--- src/rtl/vend_pkg.sv ---
// Shared types and helpers for the vending transaction controller:
// top-level state encoding, coin codes and price lookup.
package vend_pkg;

    typedef enum logic [1:0] {
        IDLE     = 2'd0,
        COLLECT  = 2'd1,
        DISPENSE = 2'd2,
        CHANGE   = 2'd3
    } state_t;

    localparam logic [1:0] COIN_5  = 2'b01;
    localparam logic [1:0] COIN_10 = 2'b10;

    // Credit units carried by a coin code; 0 marks an invalid code.
    function automatic logic [1:0] coin_units(input logic [1:0] code);
        case (code)
            COIN_5:  return 2'd1;
            COIN_10: return 2'd2;
            default: return 2'd0;
        endcase
    endfunction

    function automatic int price_of(input logic [1:0] id, input int p0, input int p1,
                                    input int p2, input int p3);
        case (id)
            2'd0:    return p0;
            2'd1:    return p1;
            2'd2:    return p2;
            default: return p3;
        endcase
    endfunction

endpackage

--- src/rtl/vend_chg_seq.sv ---
// Change payout loop: loads the amount on start, pays the largest coin that
// fits one req/ack at a time with a one-cycle gap, and flags the final coin.
module vend_chg_seq
    import vend_pkg::*;
#(
    parameter int CREDIT_W = 5
) (
    input  logic                clk,
    input  logic                rst_n,
    input  logic                start,
    input  logic [CREDIT_W-1:0] amount,
    input  logic                chg_ack,
    output logic                chg_req,
    output logic [1:0]          chg_coin,
    output logic                paid,
    output logic                done
);

    typedef enum logic [1:0] {
        C_IDLE = 2'd0,
        C_REQ  = 2'd1,
        C_GAP  = 2'd2
    } cstate_t;

    cstate_t             state, state_nx;
    logic [CREDIT_W-1:0] remaining, remaining_nx;
    logic                req_nx;
    logic [1:0]          coin_nx;
    logic [CREDIT_W:0]   units_w, left_w;

    function automatic logic [1:0] pick(input logic [CREDIT_W:0] amt);
        return (amt >= (CREDIT_W+1)'(2)) ? COIN_10 : COIN_5;
    endfunction

    // Kept apart from the next-state logic so the parent can consume them
    // without a combinational path back through amount.
    assign units_w = (CREDIT_W+1)'(coin_units(chg_coin));
    assign paid    = (state == C_REQ) && chg_ack;
    assign done    = paid && ({1'b0, remaining} == units_w);
    assign left_w  = {1'b0, remaining} - units_w;

    always_comb begin
        state_nx     = state;
        remaining_nx = remaining;
        req_nx       = chg_req;
        coin_nx      = chg_coin;
        case (state)
            C_IDLE: begin
                if (start && (amount != '0)) begin
                    remaining_nx = amount;
                    req_nx       = 1'b1;
                    coin_nx      = pick({1'b0, amount});
                    state_nx     = C_REQ;
                end
            end
            C_REQ: begin
                if (chg_ack) begin
                    req_nx       = 1'b0;
                    remaining_nx = left_w[CREDIT_W-1:0];
                    if (left_w == '0) begin
                        coin_nx  = 2'b00;
                        state_nx = C_IDLE;
                    end else begin
                        coin_nx  = pick(left_w);
                        state_nx = C_GAP;
                    end
                end
            end
            C_GAP: begin
                req_nx   = 1'b1;
                state_nx = C_REQ;
            end
            default: state_nx = C_IDLE;
        endcase
    end

    always_ff @(posedge clk or negedge rst_n) begin
        if (!rst_n) begin
            state     <= C_IDLE;
            remaining <= '0;
            chg_req   <= 1'b0;
            chg_coin  <= 2'b00;
        end else begin
            state     <= state_nx;
            remaining <= remaining_nx;
            chg_req   <= req_nx;
            chg_coin  <= coin_nx;
        end
    end

endmodule

--- src/rtl/vend_txn_ctrl.sv ---
// Vending transaction controller: credit accumulation, selection/price match,
// dispense handshake and change payout. Define VEND_TIMEOUT_EN for COLLECT inactivity refund.
module vend_txn_ctrl
    import vend_pkg::*;
#(
    parameter int CREDIT_W    = 5,
    parameter int MAX_CREDIT  = 20,
    parameter int PRICE0      = 1,
    parameter int PRICE1      = 2,
    parameter int PRICE2      = 3,
    parameter int PRICE3      = 4,
    parameter int TIMEOUT_CYC = 1000
) (
    input  logic                clk,
    input  logic                rst_n,
    input  logic                coin_valid,
    input  logic [1:0]          coin_val,
    output logic                coin_accept,
    output logic                coin_reject,
    input  logic                sel_valid,
    input  logic [1:0]          sel_id,
    input  logic                cancel,
    output logic                dispense_req,
    output logic [1:0]          dispense_id,
    input  logic                dispense_ack,
    output logic                chg_req,
    output logic [1:0]          chg_coin,
    input  logic                chg_ack,
    output logic [CREDIT_W-1:0] credit,
    output logic                short_funds,
    output logic                txn_done,
    output logic                busy
);

    if ((MAX_CREDIT >= (1 << CREDIT_W)) || (TIMEOUT_CYC < 1)) begin : g_bad_cfg
        $error("vend_txn_ctrl: MAX_CREDIT must fit in CREDIT_W bits and TIMEOUT_CYC must be >= 1");
    end

    localparam logic [CREDIT_W:0] MAX_C = (CREDIT_W+1)'(MAX_CREDIT);

    state_t              state, state_nx;
    logic [CREDIT_W-1:0] credit_nx;
    logic [CREDIT_W:0]   cred_w, add_w, sum_w, price_w, paid_w, cred_nx_w;
    logic [1:0]          units_in, did_nx;
    logic                coin_ok, accept_nx, reject_nx, short_nx, done_nx, dreq_nx;
    logic                chg_start, chg_paid, chg_done, cancel_eff, timeout;

`ifdef VEND_TIMEOUT_EN
    localparam int TMO_W = $clog2(TIMEOUT_CYC + 1);
    logic [TMO_W-1:0] tmo_cnt;

    always_ff @(posedge clk or negedge rst_n) begin
        if (!rst_n)
            tmo_cnt <= '0;
        else if ((state != COLLECT) || coin_valid || sel_valid || cancel)
            tmo_cnt <= '0;
        else if (!timeout)
            tmo_cnt <= tmo_cnt + 1'b1;
    end

    assign timeout = (state == COLLECT) && (tmo_cnt == TMO_W'(TIMEOUT_CYC));
`else
    assign timeout = 1'b0;
`endif

    assign cancel_eff = cancel || timeout;
    assign units_in   = coin_units(coin_val);
    assign cred_w     = {1'b0, credit};
    assign sum_w      = cred_w + (CREDIT_W+1)'(units_in);
    assign price_w    = (CREDIT_W+1)'(price_of(sel_id, PRICE0, PRICE1, PRICE2, PRICE3));
    assign paid_w     = (CREDIT_W+1)'(coin_units(chg_coin));
    // Overflow is judged against the credit before any same-cycle price deduction.
    assign coin_ok    = coin_valid && (units_in != 2'd0) && (sum_w <= MAX_C) &&
                        ((state == IDLE) || (state == COLLECT));
    assign add_w      = coin_ok ? (CREDIT_W+1)'(units_in) : '0;

    always_comb begin
        state_nx  = state;
        cred_nx_w = cred_w;
        accept_nx = coin_ok;
        reject_nx = coin_valid && !coin_ok;
        short_nx  = 1'b0;
        done_nx   = 1'b0;
        dreq_nx   = dispense_req;
        did_nx    = dispense_id;
        chg_start = 1'b0;
        case (state)
            IDLE: begin
                cred_nx_w = cred_w + add_w;
                short_nx  = sel_valid;
                if (coin_ok) state_nx = COLLECT;
            end
            COLLECT: begin
                if (cancel_eff) begin
                    cred_nx_w = cred_w + add_w;
                    chg_start = (cred_nx_w != '0);
                    state_nx  = chg_start ? CHANGE : IDLE;
                end else if (sel_valid && (cred_w >= price_w)) begin
                    cred_nx_w = cred_w - price_w + add_w;
                    dreq_nx   = 1'b1;
                    did_nx    = sel_id;
                    state_nx  = DISPENSE;
                end else begin
                    cred_nx_w = cred_w + add_w;
                    short_nx  = sel_valid;
                end
            end
            DISPENSE: begin
                if (dispense_ack) begin
                    dreq_nx = 1'b0;
                    if (credit != '0) begin
                        chg_start = 1'b1;
                        state_nx  = CHANGE;
                    end else begin
                        done_nx  = 1'b1;
                        state_nx = IDLE;
                    end
                end
            end
            CHANGE: begin
                if (chg_paid) cred_nx_w = cred_w - paid_w;
                if (chg_done) begin
                    done_nx  = 1'b1;
                    state_nx = IDLE;
                end
            end
            default: state_nx = IDLE;
        endcase
        credit_nx = cred_nx_w[CREDIT_W-1:0];
    end

    vend_chg_seq #(.CREDIT_W(CREDIT_W)) u_chg_seq (
        .clk      (clk),
        .rst_n    (rst_n),
        .start    (chg_start),
        .amount   (credit_nx),
        .chg_ack  (chg_ack),
        .chg_req  (chg_req),
        .chg_coin (chg_coin),
        .paid     (chg_paid),
        .done     (chg_done)
    );

    always_ff @(posedge clk or negedge rst_n) begin
        if (!rst_n) begin
            state        <= IDLE;
            credit       <= '0;
            coin_accept  <= 1'b0;
            coin_reject  <= 1'b0;
            short_funds  <= 1'b0;
            txn_done     <= 1'b0;
            dispense_req <= 1'b0;
            dispense_id  <= 2'b00;
            busy         <= 1'b0;
        end else begin
            state        <= state_nx;
            credit       <= credit_nx;
            coin_accept  <= accept_nx;
            coin_reject  <= reject_nx;
            short_funds  <= short_nx;
            txn_done     <= done_nx;
            dispense_req <= dreq_nx;
            dispense_id  <= did_nx;
            busy         <= (state_nx == DISPENSE) || (state_nx == CHANGE);
        end
    end

endmodule

--- config.mk ---
export PLATFORM = sky130hd
export DESIGN_NAME = vend_txn_ctrl
export DESIGN_NICKNAME = d
export VERILOG_FILES = /design/src/rtl/vend_pkg.sv /design/src/rtl/vend_chg_seq.sv /design/src/rtl/vend_txn_ctrl.sv
export SDC_FILE = /design/constraint.sdc
export NUM_CORES = 1
export LEC_CHECK = 0
export CAP_MARGIN = 20
export CORE_MARGIN = 4
export CORE_UTILIZATION = 55
export CTS_CLUSTER_DIAMETER = 40
export CTS_CLUSTER_SIZE = 20
export DETAILED_ROUTE_END_ITERATION = 12
export PLACE_DENSITY = 0.85
export SYNTH_ARGS = -nofsm -noshare
export SYNTH_HDL_FRONTEND = slang
export SYNTH_HIERARCHICAL = 1
export SYNTH_SLANG_ARGS = --single-unit
--- constraint.sdc ---
create_clock -name clk -period 5.65 [get_ports clk]
set_input_delay 1.13 -clock clk [delete_from_list [all_inputs] [get_ports clk]]
set_output_delay 1.13 -clock clk [all_outputs]
set_load 0.05 [all_outputs]
==> metrics.txt, run 1 <==
outcome=finished clean; max incr delay on CP=0.51 ns; later-pin clock latency in the skew report=0.26 ns; Place WS=-0.6327 ns; RePlAce Congestion=0.9554; CTS Buf Count=3; worst hold endpoint=dispense_id[1]; Fin. Hold Viols=0; Post-Synth Simple-Gate Area=18.50%; largest family of logic cells by synthesized area=compound AO/OA/AOI/OAI gates; cells along the critical path=dlymetal6s2s_1 > inv_2 > ha_4 > xor2_1 > ha_2 > o21ai_2 > and2_1 > a221oi_1 > a211oi_2 > nand2_2 > fa_1 > inv_1 > buf_4 > ha_1 > a21o_1 > a21oi_2 > xnor2_1 > o221ai_1 > a2bb2oi_2 > nor4_4 > buf_4 > nand2_1 > mux2_2 > o31ai_1; final core utilization=70.78%; Slew headroom=55.13%; Placeable Area=0.004324 mm2; post-synth net total=316; f_max=0.1835 GHz; Worst-path clk slew=0.08 ns; final critical-path required period=5.451 ns; Ys Warns=6; layout cells sized above 1=22.98%; Worst path slowest cell=fa_1; Seq. cell area=600.6 um2; Starting Density=56.63%; Async S/R FF share, synth=100.0%; r2r endpoint=u_chg_seq/chg_coin[0]; total iterations of the first detailed-routing run=4; placement row count=24; final setup TNS=0 ns; Worst-Margin Slew=0.6730 ns; setup slack, reg-to-reg=0.79 ns; CP arrival=5.63 ns; number of I/O pins=27; first-pass GRT wire length=9963 um; design area=0.003060 mm2; Max VDD drop=0.4145 mV; # diodes=0; Area Growth Syn to Fin=24.99%; Total GRT Usage=22.88%; largest net degree at the start of global routing=25; average cell area after synthesis=9.002 um2; DP Area=0.002863 mm2; required time worst endpoint=5.83 ns; Die X=74.73 um; Slew Limit Fails=0; Netlist cell types=63; via count=2184; Seq/Total Area, Yosys=24.53%; hold_sp=dispense_id[1]; initial antenna violation count=0; cts hold-fix bufs=0; Syn Inst Count=272; area of the multi-input gates=0.001725 mm2; vias in the first global route=2187; drt total wl=6088 um; leakage power=1.399 nW; Overflow after GRT=0; Tcrit/Tclk final=96.48%; Main synth FF type=dfrtp_1; root buffer cell=clkbuf_8; Post-DP HPWL=4677 um; skew final=0.001184 ns; Hold Path Depth=1; CP Class=input port to flip-flop; Nets=367; mapped cell area=0.002449 mm2; most frequent cells in the layout=inv_1 (34), buf_4 (26), dfrtp_1 (24), clkdlybuf4s50_1 (24), ha_1 (23); Max-Cap Viols=0; xor and xnor area share after synthesis=3.577%; Fillers=368; Post-synth EDFFs=0; DRC viols=0; R2R Path Start=credit[0]; PwrDens=643.1 mW/mm2; Vias/cell=5.840; Worst Path Max Fanout=3; Final WS setup=0.1990 ns; H-tree Lvls=1; critical path capture point type=flip-flop; setup violators final=0; mux cell area share after synthesis=3.475%; CTS tree=built; post-synthesis adder-cell area fraction=18.40%; Die Y=74.73 um; PortBufs=26; drt wl/cell=16.28 um; # clock sinks=24; Worst Setup SP=coin_val[0]; Hold Path Class=flip-flop to flip-flop; initial drt markers=179; Critical Path Most Common Cell=buf_4; die area=0.005584 mm2; clk buf depth=2; commonest non-fill, non-tap cell in the layout=inv_1; Reg2Reg Depth=21; Synth Register Bits=24; startpoint types=input port; Routed Antenna Nets=0; complex-gate fraction of the synthesized area=23.20%
stage by stage:
| step | instances | total power [W] | hold slack, ns |
|---|---|---|---|
| after detailed placement | 363 | 0.001745 | 0.5039 |
| after global placement | 363 | 0.001708 | 0.4908 |
| final | 374 | 0.001968 | 0.5216 |
| after CTS | 369 | 0.001914 | 0.5288 |
| after global routing | 374 | 0.002135 | 0.5432 |
| after floorplan | 272 | 0.001349 | 0.4940 |
Yosys cell counts (all sizes together), types with 2 or more instances:
cell type / n / area, um2
o221ai: 2 / 17.52
and2: 3 / 18.77
a221oi: 2 / 17.52
nand3: 7 / 45.04
nor2b: 7 / 43.79
nor3: 8 / 45.04
fa: 5 / 100.1
o31ai: 2 / 15.01
mux2: 4 / 45.04
mux2i: 4 / 40.04
buf: 6 / 61.30
inv: 36 / 135.1
xnor2: 5 / 43.79
o21ai: 6 / 30.03
a211oi: 5 / 55.05
a211o: 2 / 17.52
a21oi: 24 / 120.1
a21o: 3 / 22.52
nand2: 12 / 45.04
a21boi: 4 / 33.78
a2bb2oi: 3 / 32.53
a31o: 2 / 17.52
and2b: 3 / 22.52
a22oi: 2 / 15.01
o211ai: 4 / 30.03
clkbuf: 2 / 7.510
xor2: 5 / 43.79
nand2b: 11 / 76.32
nor2: 20 / 87.58
or4: 2 / 18.77
ha: 28 / 350.3
a31oi: 2 / 33.78
dfrtp: 24 / 600.6
o22ai: 3 / 18.77
per-layer routing:
layer | up-vias | track usage, % | share of wire [%]
met5 | - | 0 | 0
met4 | 0 | 8.696 | 3.3
met3 | 20 | 2.937 | 3.8
met2 | 58 | 41.56 | 52
met1 | 1043 | 27.42 | 41
li1 | 1063 | - | -
logic make-up (layout without fill, tap and decap cells):
| group | count (synthesis) | in the layout |
|---|---|---|
| buffers and inverters | 44 | 94 |
| flip-flops | 24 | 24 |
| AND/OR/NAND/NOR | 78 | 78 |
| multiplexers | 8 | 8 |
| adder cells (fa/ha/maj) | 33 | 33 |
| AO/OA/AOI/OAI | 75 | 75 |
| XOR/XNOR | 10 | 10 |
cell type report:
cell class,count,area share [%]
multi-input combinational,204,56.38
inverter,36,4.415
timing repair buffer,54,15.66
clock buffer,4,1.799
tap,52,2.126
sequential,24,19.62
power by group:
group,switching [W],total [W],internal [W]
clock network,0.0000551,0.000117,0.0000622
registers,0.000124,0.000372,0.000248
logic,0.000825,0.00148,0.000653
critical path, delay by kind of cell:
kind,cells,cell delay [ns]
xor+xnor,2,0.30
buf+inv,5,0.61
simple gates,4,0.76
fa+ha+maj,4,1.24
mux,1,0.27
compound gates,8,1.31
timing repair:
item                                    in CTS  in global routing
gates resized for setup                     12                 16
endpoints found under the setup margin       9                  9
cloned                                       0                  0
pin swaps                                    9                 14
buffers inserted                             2                  4
worst max-delay path by stage:
stage | to | slack (ns) | cells past startpoint
2_1_floorplan | u_chg_seq/remaining[3] | 0.20 | 22
3_3_place_gp | u_chg_seq/chg_coin[0] | -0.49 | 24
3_5_place_dp | u_chg_seq/chg_coin[0] | -0.63 | 24
4_1_cts | u_chg_seq/chg_coin[0] | 0.007 | 24
5_1_grt | u_chg_seq/chg_coin[0] | -0.07 | 24
6_report | u_chg_seq/chg_coin[0] | 0.20 | 24
sequential cells by signal, indices dropped and copies added, names as in the netlist:
register             cells
credit                   5
u_chg_seq/remaining      5
dispense_id              2
state                    2
u_chg_seq/chg_coin       2
u_chg_seq/state          2
coin_accept              1
coin_reject              1
dispense_req             1
short_funds              1
txn_done                 1
u_chg_seq/chg_req        1
No activity file was read; power rests on OpenSTA's default activity.
==> inputs of run 2 (changes only) <==
--- a/config.mk
+++ b/config.mk
@@ -16,3 +16,4 @@
 export SYNTH_HDL_FRONTEND = slang
 export SYNTH_HIERARCHICAL = 1
 export SYNTH_SLANG_ARGS = --single-unit
+export TNS_END_PERCENT = 1
==> results of run 2 <==
Same layout as run 1: the final DEF is identical, and so are final timing and power.
==> inputs of run 3 (changes only) <==
--- a/config.mk
+++ b/config.mk
@@ -6,10 +6,10 @@
 export NUM_CORES = 1
 export LEC_CHECK = 0
 export CAP_MARGIN = 20
-export CORE_MARGIN = 4
+export CORE_MARGIN = 2
 export CORE_UTILIZATION = 55
 export CTS_CLUSTER_DIAMETER = 40
-export CTS_CLUSTER_SIZE = 20
+export CTS_CLUSTER_SIZE = 10
 export DETAILED_ROUTE_END_ITERATION = 12
 export PLACE_DENSITY = 0.85
 export SYNTH_ARGS = -nofsm -noshare
==> run 3 against run 2 <==
Compared with the run above:
- sequential power barely moved
- power rose by 1.4%
- sequential share of layout area fell by 0.32 points
- worst hold slack got worse by 0.0059 ns
- count of clock-buffer cells in the layout fell by 1
- largest power group unchanged
- highest routed layer unchanged
- combinational power barely moved
- utilization rose by 1.2 points
- wire length fell by 2.3%
- first-iteration DRC count fell by 48%
- non-clock buffer count fell by 1
- worst setup slack got worse by 0.019 ns
==> metrics.txt, run 3 (synthesized netlist as in run 1, its figures left out) <==
outcome=finished clean; Slew Limit Fails=0 (unchanged); Total GRT Usage=25.07% (+2.2 points); Worst-path clk slew=0.09 ns (about the same); drt wl/cell=15.95 um (-2.0%); f_max=0.1828 GHz (-0.35%); final std cells w/o fill=373 (-0.27%); vias in the first global route=2239 (+2.4%); number of I/O pins=27 (unchanged); layout cells sized above 1=22.43% (-0.55 points); Post-DP HPWL=4555 um (-2.6%); Die Y=70.73 um (-5.4%); Starting Density=56.63% (unchanged); H-tree Lvls=1 (unchanged); first-pass GRT wire length=10240 um (+2.8%); most frequent cells in the layout=inv_1 (34), buf_4 (26), dfrtp_1 (24), clkdlybuf4s50_1 (24); final critical-path required period=5.470 ns (+0.01908 ns); die area=0.005002 mm2 (-10%); # clock sinks=24 (unchanged); Area Growth Syn to Fin=27.03%; skew final=0.007518 ns (+0.006335 ns); global route hottest layer=met2; DRC viols=0 (unchanged); largest net degree at the start of global routing=25 (unchanged); RePlAce Congestion=0.9527 (-0.28%); Regs by FF count=credit (5), u_chg_seq/remaining (5); total iterations of the first detailed-routing run=4 (unchanged); via count=2144 (-1.8%); commonest non-fill, non-tap cell in the layout=inv_1; leakage power=1.415 nW (+1.2%); Die X=70.73 um (-5.4%); Max VDD drop=0.3245 mV (-22%); required time worst endpoint=5.82 ns (about the same); Tcrit/Tclk final=96.82% (+0.34 points); placement row count=24 (unchanged); Nets=366 (-0.27%); initial drt markers=93 (-48%); CP arrival=5.64 ns (about the same); critical path capture point type=flip-flop; Hold Path Class=flip-flop to flip-flop; post-placement cell count=365 (+0.55%); # diodes=0 (unchanged); Worst-Margin Slew=0.6404 ns (-0.03265 ns); Placeable Area=0.004324 mm2 (unchanged); final setup TNS=0 ns (unchanged); met2 GRT Util=47.46% (+5.9 points); Max-Cap Viols=0 (unchanged); clk buf depth=2 (unchanged); Routed Antenna Nets=0 (unchanged); CTS Buf Count=3 (unchanged); met3 GRT Util=2.422% (-0.52 points); PortBufs=26 (unchanged); Overflow after GRT=0 (unchanged); later-pin clock latency in the skew report=0.27 ns (about the same); setup violators final=0 (unchanged); CP Class=input port to flip-flop; Slew headroom=57.31% (+2.2 points); Vias/cell=5.748 (-1.6%); CTS tree=built; startpoint types=input port; met1 usage=30.40% (+3.0 points); Worst Path Max Fanout=6 (+3); root buffer cell=clkbuf_8; RSZ-0062 raised after global routing=yes; PwrDens=641.8 mW/mm2 (-0.19%); Fin. Hold Viols=0 (unchanged); drt total wl=5948 um (-2.3%); initial antenna violation count=0 (unchanged)
==> run 3: cell count changes in the layout (fill, tap and decap cells not counted), sizes merged <==
cell    before  now
clkbuf       5    3
bufinv       0    1
==> run 3: layer usage <==
metal / part of all wire, % / wire length (um)
met1: 41 / 2467
met2: 54 / 3234
met3: 3.2 / 192
met4: 0.91 / 54
met5: 0 / 0
==> run 3: per-stage QoR <==
step / hold WS, ns / util (%) / cell area (um2) / worst slack [ns] / power, W
after floorplan: 0.4940 / - / 2449 / 0.1957 / 0.001349
after global placement: 0.4907 / 66.55 / 2878 / -0.4006 / 0.001713
after detailed placement: 0.4985 / 66.55 / 2878 / -0.5372 / 0.001753
after CTS: 0.5205 / 69.24 / 2994 / 0.001104 / 0.001947
after global routing: 0.5366 / 71.93 / 3110 / -0.03340 / 0.002155
final: 0.5157 / 71.93 / 3110 / 0.1799 / 0.001996
==> run 3: power by group <==
group,switching (W),leakage (nW),internal (W)
combinational,0.000818,1.08,0.000653
clock,0.0000554,0.0357,0.0000947
sequential,0.000127,0.295,0.000248
==> run 3: cell type report <==
class,instances,area (um2)
Clock buffer,3,41.29
Clock inverter,1,30.03
Fill cell,340,1214
Inverter,36,135.1
Multi-Input combinational cell,204,1758
Sequential cell,24,600.6
Tap cell,52,65.06
Timing Repair Buffer,53,480.5
==> run 3: worst max-delay path, cell delays in order <==
cell and delay, ns:
dlymetal6s2s_1 0.17, inv_2 0.08, ha_4 0.17, xor2_2 0.17, ha_4 0.23, o21ai_4 0.16
a2bb2oi_2 0.18, a221oi_2 0.05, a211oi_2 0.29, and2_4 0.19, buf_4 0.09, buf_4 0.09
ha_1 0.15, inv_1 0.05, fa_1 0.43, nand3b_1 0.23, xnor2_2 0.19, buf_4 0.14
o221ai_1 0.10, a21oi_1 0.13, a21oi_1 0.06, buf_4 0.16, nor4_4 0.37, a211oi_4 0.14
buf_4 0.15, buf_4 0.13, a21oi_1 0.12, a21oi_1 0.05
==> run 3: path summary, 6_finish.rpt <==
| path | startpoint | to | slack [ns] | cells past startpoint |
|---|---|---|---|---|
| max | coin_val[0] | u_chg_seq/remaining[2] | 0.18 | 28 |
| min | dispense_id[0] | dispense_id[0] | 0.52 | 1 |
| max reg2reg | credit[0] | u_chg_seq/remaining[2] | 0.87 | 25 |
| min reg2reg | dispense_id[0] | dispense_id[0] | 0.52 | 1 |
| max in group asynchronous | rst_n | credit[3] | 4.14 | 2 |
| min in group asynchronous | rst_n | u_chg_seq/remaining[1] | 1.12 | 1 |
==> run 3: what timing repair did <==
action                     CTS  global route
pin swaps                    7            14
resized for setup           11            17
hold buffers                 0             0
setup buffers                1             3
setup endpoints to repair    9             9
